--- src/rtl/vga_timing_pkg.sv ---
// Shared 640x480@60 timing constants and the sync-decoder state encoding.
// Imported by the VGA transmit controller and by vga_sync_decoder so both
// ends of the link agree on one set of numbers.
package vga_timing_pkg;

  localparam int VGA_H_SYNC      = 96;
  localparam int VGA_H_BP        = 48;
  localparam int VGA_H_ACTIVE    = 640;
  localparam int VGA_H_FP        = 16;
  localparam int VGA_H_TOTAL     = VGA_H_SYNC + VGA_H_BP + VGA_H_ACTIVE + VGA_H_FP;

  localparam int VGA_V_SYNC      = 2;
  localparam int VGA_V_BP        = 33;
  localparam int VGA_V_ACTIVE    = 480;
  localparam int VGA_V_FP        = 10;
  localparam int VGA_V_TOTAL     = VGA_V_SYNC + VGA_V_BP + VGA_V_ACTIVE + VGA_V_FP;

  localparam int VGA_LOCK_FRAMES = 2;

  typedef enum logic [1:0] {SEARCH, ACQUIRE, LOCKED} sync_state_e;

endpackage

--- src/rtl/sync_edge_meas.sv ---
// Registered falling/rising edge detector with a low-width counter.
//   Clk, Reset : clock, synchronous active-high reset
//   ce         : sample enable (pixel enable)
//   tick       : width counting unit (pixels for HS, lines for VS)
//   sig        : active-low sync input
//   fall/rise  : combinational edge flags, valid on ce cycles
//   low_width  : ticks counted while low; read it on rise for the pulse width
module sync_edge_meas #(
  parameter int CW = 10
) (
  input  logic          Clk,
  input  logic          Reset,
  input  logic          ce,
  input  logic          tick,
  input  logic          sig,
  output logic          fall,
  output logic          rise,
  output logic [CW-1:0] low_width
);

  logic level;

  assign fall = ce &  level & ~sig;
  assign rise = ce & ~level &  sig;

  always_ff @(posedge Clk) begin
    if (Reset) begin
      level     <= 1'b0;
      low_width <= '0;
    end else if (ce) begin
      level <= sig;
      // The falling sample is the first low unit of the pulse.
      if (fall)
        low_width <= CW'(1);
      else if (tick && !sig)
        low_width <= low_width + 1'b1;
    end
  end

endmodule

--- src/rtl/vga_sync_decoder.sv ---
// Receive-side VGA timing recovery: samples HS/VS/BLANK_N once per pixel,
// rebuilds the raster counters, checks the timing and reports lock.
//   Clk, Reset        : 50 MHz clock, synchronous active-high reset
//   pix_ce            : pixel enable, one Clk in two
//   VGA_HS/VS         : active-low syncs; VGA_BLANK_N high when visible
//   PixX/PixY         : recovered visible coordinate (holds outside window)
//   pix_valid         : visible pixel while locked, one Clk per pixel
//   frame_start       : VS falling edge while locked
//   locked            : timing stable
//   timing_err        : sticky, set on loss of lock
//   frame_count       : frames seen while locked, wrapping
module vga_sync_decoder
  import vga_timing_pkg::*;
#(
  parameter int H_SYNC      = VGA_H_SYNC,
  parameter int H_BP        = VGA_H_BP,
  parameter int H_ACTIVE    = VGA_H_ACTIVE,
  parameter int H_FP        = VGA_H_FP,
  parameter int V_SYNC      = VGA_V_SYNC,
  parameter int V_BP        = VGA_V_BP,
  parameter int V_ACTIVE    = VGA_V_ACTIVE,
  parameter int V_FP        = VGA_V_FP,
  parameter int LOCK_FRAMES = VGA_LOCK_FRAMES
) (
  input  logic        Clk,
  input  logic        Reset,
  input  logic        pix_ce,
  input  logic        VGA_HS,
  input  logic        VGA_VS,
  input  logic        VGA_BLANK_N,
  output logic [9:0]  PixX,
  output logic [9:0]  PixY,
  output logic        pix_valid,
  output logic        frame_start,
  output logic        locked,
  output logic        timing_err,
  output logic [15:0] frame_count
);

  localparam int H_TOTAL = H_SYNC + H_BP + H_ACTIVE + H_FP;
  localparam int V_TOTAL = V_SYNC + V_BP + V_ACTIVE + V_FP;
  localparam logic [9:0] H_LAST  = 10'(H_TOTAL - 1);
  localparam logic [9:0] V_LAST  = 10'(V_TOTAL - 1);
  localparam logic [9:0] H_START = 10'(H_SYNC + H_BP);
  localparam logic [9:0] H_END   = 10'(H_SYNC + H_BP + H_ACTIVE - 1);
  localparam logic [9:0] V_START = 10'(V_SYNC + V_BP);
  localparam logic [9:0] V_END   = 10'(V_SYNC + V_BP + V_ACTIVE - 1);
  localparam int GW = (LOCK_FRAMES < 2) ? 1 : $clog2(LOCK_FRAMES);
  localparam logic [GW-1:0] LOCK_LAST = GW'(LOCK_FRAMES - 1);

  logic        hs_fall, hs_rise, vs_fall, vs_rise;
  logic [9:0]  hs_w, vs_w;

  sync_edge_meas #(.CW(10)) u_hs (
    .Clk(Clk), .Reset(Reset), .ce(pix_ce), .tick(pix_ce), .sig(VGA_HS),
    .fall(hs_fall), .rise(hs_rise), .low_width(hs_w)
  );

  // VS width is measured in lines, so it counts HS falling edges.
  sync_edge_meas #(.CW(10)) u_vs (
    .Clk(Clk), .Reset(Reset), .ce(pix_ce), .tick(hs_fall), .sig(VGA_VS),
    .fall(vs_fall), .rise(vs_rise), .low_width(vs_w)
  );

  sync_state_e   state_q, state_n;
  logic [GW-1:0] good_q, good_n;
  logic          ferr_q, ferr_n;
  logic [9:0]    hcnt, vcnt, hcnt_n, vcnt_n;
  logic          in_win, err_now, set_err, fs;
  logic [15:0]   fc_q;

  // hcnt/vcnt hold the index of the previously sampled pixel/line, so the
  // pixel being sampled now sits at hcnt_n/vcnt_n and an edge arriving on
  // time finds the counter at its last value.
  always_comb begin
    hcnt_n = hs_fall ? 10'd0 : hcnt + 10'd1;
    vcnt_n = vs_fall ? 10'd0 : (hs_fall ? vcnt + 10'd1 : vcnt);
    in_win = (hcnt_n >= H_START) && (hcnt_n <= H_END) &&
             (vcnt_n >= V_START) && (vcnt_n <= V_END);
    err_now = pix_ce && (
        (hs_fall ? (hcnt != H_LAST) : (hcnt == H_LAST)) ||
        (vs_fall && (vcnt != V_LAST)) ||
        (hs_fall && !vs_fall && (vcnt == V_LAST)) ||
        (hs_rise && (hs_w != 10'(H_SYNC))) ||
        (vs_rise && (vs_w != 10'(V_SYNC))) ||
        (VGA_BLANK_N != in_win));
  end

  always_comb begin
    state_n = state_q;
    good_n  = good_q;
    ferr_n  = ferr_q;
    set_err = 1'b0;
    fs      = 1'b0;
    if (pix_ce) begin
      case (state_q)
        SEARCH: if (vs_fall) begin
          state_n = ACQUIRE;
          good_n  = '0;
          ferr_n  = 1'b0;
        end
        ACQUIRE: if (vs_fall) begin
          // An error on the VS edge itself belongs to the frame just ending.
          ferr_n = 1'b0;
          if (err_now || ferr_q)
            good_n = '0;
          else if (good_q == LOCK_LAST) begin
            state_n = LOCKED;
            good_n  = '0;
          end else
            good_n = good_q + 1'b1;
        end else if (err_now) begin
          good_n = '0;
          ferr_n = 1'b1;
        end
        LOCKED: if (err_now) begin
          state_n = SEARCH;
          set_err = 1'b1;
        end else if (vs_fall)
          fs = 1'b1;
        default: state_n = SEARCH;
      endcase
    end
  end

  always_ff @(posedge Clk) begin
    if (Reset) begin
      state_q     <= SEARCH;
      good_q      <= '0;
      ferr_q      <= 1'b0;
      hcnt        <= '0;
      vcnt        <= '0;
      PixX        <= '0;
      PixY        <= '0;
      pix_valid   <= 1'b0;
      frame_start <= 1'b0;
      timing_err  <= 1'b0;
      fc_q        <= '0;
    end else begin
      state_q     <= state_n;
      good_q      <= good_n;
      ferr_q      <= ferr_n;
      frame_start <= fs;
      pix_valid   <= pix_ce && (state_q == LOCKED) && in_win && VGA_BLANK_N;
      if (set_err) timing_err <= 1'b1;
      if (fs)      fc_q       <= fc_q + 16'd1;
      if (pix_ce) begin
        hcnt <= hcnt_n;
        vcnt <= vcnt_n;
        if (in_win) begin
          PixX <= hcnt_n - H_START;
          PixY <= vcnt_n - V_START;
        end
      end
    end
  end

  assign locked      = (state_q == LOCKED);
  assign frame_count = fc_q;

endmodule

--- config.mk ---
export PLATFORM = sky130hd
export DESIGN_NAME = vga_sync_decoder
export DESIGN_NICKNAME = d
export VERILOG_FILES = /design/src/rtl/vga_timing_pkg.sv /design/src/rtl/sync_edge_meas.sv /design/src/rtl/vga_sync_decoder.sv
export SDC_FILE = /design/constraint.sdc
export NUM_CORES = 1
export LEC_CHECK = 0
export CELL_PAD_IN_SITES_DETAIL_PLACEMENT = 0
export CELL_PAD_IN_SITES_GLOBAL_PLACEMENT = 1
export CORE_MARGIN = 2
export CORE_UTILIZATION = 30
export DETAILED_ROUTE_END_ITERATION = 10
export PLACE_DENSITY_LB_ADDON = 0.1
export SETUP_SLACK_MARGIN = 0.3
export SYNTH_ARGS = -nofsm -noshare
export SYNTH_HDL_FRONTEND = slang
export SYNTH_SLANG_ARGS = --single-unit
--- constraint.sdc ---
create_clock -name Clk -period 3.3 [get_ports Clk]
set_input_delay 0.66 -clock Clk [delete_from_list [all_inputs] [get_ports Clk]]
set_output_delay 0.66 -clock Clk [all_outputs]
set_load 0.01 [all_outputs]
==> results.tsv <==
stage	metric	value	unit
status	status	complete, no violations	
synthesis	Mapped Nets	592	
route	Avg Vias per Cell	5.02	
critical_path	worst endpoint required time	3.53	ns
timing	clock skew	0.00569	ns
synthesis	leading area contributor after synthesis	dfxtp_1	
route	Initial DRC Count	242	
clocking	Clock Tree Buf Depth	2	
floorplan	Die Height	129	um
critical_path	CP Cell Sequence	ha_1, inv_2, or3_4, o311a_4, or2_1, o31a_4, a211oi_4, o311ai_2, o31a_1	
timing	min Tclk post-route	2.88	ns
critical_path	Crit. End Element	flip-flop	
critical_path	Critical Path Max Stage Delay	0.40	ns
route	max layer used	met4	
route	wire length on met1	6320	um
global_routing	GRT Overall Usage	16.5	%
route	met2 WL	6330	um
synthesis	Synth Cell Area	0.00467	mm^2
synthesis	Avg Inst Size Synth	8.14	um^2
route	number of nets with antenna violations after routing	0	
synthesis	YS warnings	0	
clocking	CTS hold repair buffers	0	
pwr	Clk pwr share	48.1	%
route	Avg WL per Cell	15.2	um
synthesis	ranking of synthesized cells by area	dfxtp_1 (36%), nor2_1 (7.5%), mux2i_1 (4.5%)	
hold_path	Hold Path Sink	timing_err$_SDFFE_PP0P_	
floorplan	Starting Density	30.7	%
clocking	clock slew at reported path FFs	0.06	ns
hold_path	hold crit path type	flip-flop to flip-flop	
floorplan	row count	45	
finish	NumNets Final	701	
clocking	Num CTS Buffers	9	
route	routed wire length on met3	385	um
finish	area of the multi-input gates	0.00290	mm^2
route	WL final	13200	um
global_routing	first-pass GRT wire length	21600	um
synthesis	Main synth FF type	dfxtp_1	
pwr	Worst VDD drop	0.250	mV
pwr	P per Cell Area	355	mW/mm^2
clocking	Root Driver	clkbuf_16	
synthesis	most instantiated cells after synthesis	nor2_1 (93), dfxtp_1 (85), nand2_1 (43), nor3_1 (29), inv_1 (25)	
hold_path	min-delay src	timing_err$_SDFFE_PP0P_	
synthesis	Seq/Total Area, Yosys	36.4	%
critical_path	r2r setup slk	0.42	ns
placement	dpl hpwl	9820	um
finish	area added between synthesis and finish	35.3	%
global_routing	Overflow after GRT	0	
route	DRC	0	
critical_path	R2R depth	9	
pwr	Comb pwr share	5.4	%
floorplan	core area	0.0152	mm^2
critical_path	Arrival @ worst endpoint	3.11	ns
critical_path	FF-to-FF End	state_q[0]$_SDFFE_PP0P_	
global_routing	largest net degree at the start of global routing	26	
critical_path	CP startpoint kind	flip-flop	
finish	Diodes inserted	0	
placement	Setup WS pre-CTS	-0.510	ns
clocking	Sink Count	85	
timing	Final WS setup	0.416	ns
pwr	leakage	2.50	nW
timing	Final Hold Viols	0	
route	Initial DRT Pass Iterations	4	
synthesis	fraction of registers with async set or reset after synthesis	0	%
pwr	power share of the sequential group	46.4	%
global_routing	initial antenna violation count	0	
synthesis	Post-synth EDFFs	0	
finish	FF+latch area	0.00172	mm^2
pwr	switching share of power	22.0	%
hold_path	hold depth	2	
timing	RSZ-0062 raised after global routing	false	
synthesis	Unique masters post-synth	68	
critical_path	worst r2r src	vcnt[0]$_SDFFE_PP0P_	
timing	Slew @ Worst Pin	0.484	ns
floorplan	number of I/O pins	46	
floorplan	die area	0.0166	mm^2
clocking	CTS H-tree depth	3	
synthesis	post-synthesis register bit count	85	
synthesis	post-synth top area share	36.4	%
route	via count	4380	
timing	Final Cycle Share	87.4	%
critical_path	slowest CP cell	dfxtp_4	
placement	GP Congestion	0.849	
global_routing	vias in the first global route	4309	
synthesis	top-count cell post-synth	nor2_1	
finish	# fillers	1549	
clocking	CTS tree	built	
timing	setup TNS	0	ns
timing	max-slew violations	0	
synthesis	synthesized netlist cell count	574	
clocking	Clock Latency Late Sink	0.34	ns
critical_path	Critical Path Start	vcnt[0]$_SDFFE_PP0P_	
critical_path	Setup Crit Path Kind	flip-flop to flip-flop	
finish	final design utilization	41.6	%
timing	Rel. slew slack	67.7	%
timing	Final Setup Violations	0	
finish	layout cell share with drive strength beyond 1	20.0	%
pwr	switching power	0.495	mW
timing	f_max	347	MHz
flow_run	max-cap violation count	0	
timing	worst hold margin	0.452	ns
floorplan	chip width	129	um
placement	Buffers on Ports	45	
critical_path	Worst Path Max Fanout	6	
pwr	P_int	1.75	mW
-- cell type report --
| cell class | count | share of cell area, % |
|---|---|---|
| tap | 188 | 3.72 |
| timing repair buffer | 126 | 17.0 |
| clock buffer | 11 | 3.84 |
| clock inverter | 2 | 0.950 |
| sequential | 85 | 27.1 |
| multi-input combinational | 435 | 45.8 |
| inverter | 26 | 1.54 |
-- cell usage in the layout (no fill, tap or decap), drive strengths merged, types with 13 or more instances in the layout --
cell type | netlist | routed
nor2 | 93 | 93
a21oi | 24 | 24
dfxtp | 85 | 85
xnor2 | 18 | 18
nor3 | 29 | 29
buf | 7 | 82
inv | 25 | 25
mux2i | 21 | 21
o21ai | 25 | 25
clkdlybuf4s50 | 0 | 41
nand2 | 43 | 43
nand3 | 18 | 18
clkbuf | 21 | 13
xor2 | 16 | 16
-- sequential cells by signal, indices dropped and copies added (netlist names) --
register	flops
hcnt	10
PixX	10
frame_count	16
ferr_q	1
u_hs.low_width	10
frame_start	1
pix_valid	1
PixY	10
u_vs.low_width	10
vcnt	10
u_vs.level	1
u_hs.level	1
state_q	2
timing_err	1
good_q	1
-- metrics by stage --
| stage | area, um^2 | instances | power [mW] |
|---|---|---|---|
| detailed placement | 5850 | 851 | 1.19 |
| global route | 6320 | 873 | 2.35 |
| global placement | 5850 | 851 | 1.19 |
| CTS | 6220 | 866 | 2.30 |
| finish | 6320 | 873 | 2.25 |
| floorplan | 4760 | 574 | 1.13 |
-- how the worst max path moves through the flow --
stage	slack, ns	to
global route	0.30	PixY[6]$_SDFFE_PP0P_
CTS	0.31	state_q[0]$_SDFFE_PP0P_
global placement	-0.42	pix_valid$_SDFF_PP0_
floorplan	0.28	state_q[0]$_SDFFE_PP0P_
finish	0.42	state_q[0]$_SDFFE_PP0P_
detailed placement	-0.51	PixY[6]$_SDFFE_PP0P_
-- critical path, delay by kind of cell, from the launching register on --
family | cells | cell delay, ns
simple gates | 2 | 0.69
compound gates | 5 | 1.40
flops | 1 | 0.40
fa+ha+maj | 1 | 0.19
buf+inv | 1 | 0.08
-- routing by layer --
| metal | vias to the layer above | GRT usage, % |
|---|---|---|
| met2 | 70 | 26.7 |
| met4 | 0 | 6.46 |
| li1 | 2247 | - |
| met1 | 2047 | 21.7 |
| met3 | 16 | 3.49 |
| met5 | - | 0 |
-- power groups by stage --
stage	Combinational (mW)	Clock (mW)	Sequential (mW)
floorplan	0.0717	0	1.06
CTS	0.124	1.13	1.04
detailed placement	0.122	0	1.07
global route	0.138	1.17	1.04
global placement	0.121	0	1.07
finish	0.122	1.08	1.04
-- logic make-up after synthesis --
family	count (synthesis)	synth area share, %
AOI/OAI and AO/OA	100	15.3
xor gates and xnor gates	34	6.37
DFF	85	36.4
adders and majority gates	12	3.21
buffers and inverters	54	4.61
muxes	24	5.22
and+or+nand+nor	265	28.8
-- what timing repair did --
action | 4_1_cts | 5_1_grt
pin swaps | 4 | 3
gates resized for setup | 18 | 19
buffers inserted | 2 | 6
endpoints found under the setup margin | 43 | 20
cloned | 0 | 1
(Power assumes the default switching activity.)
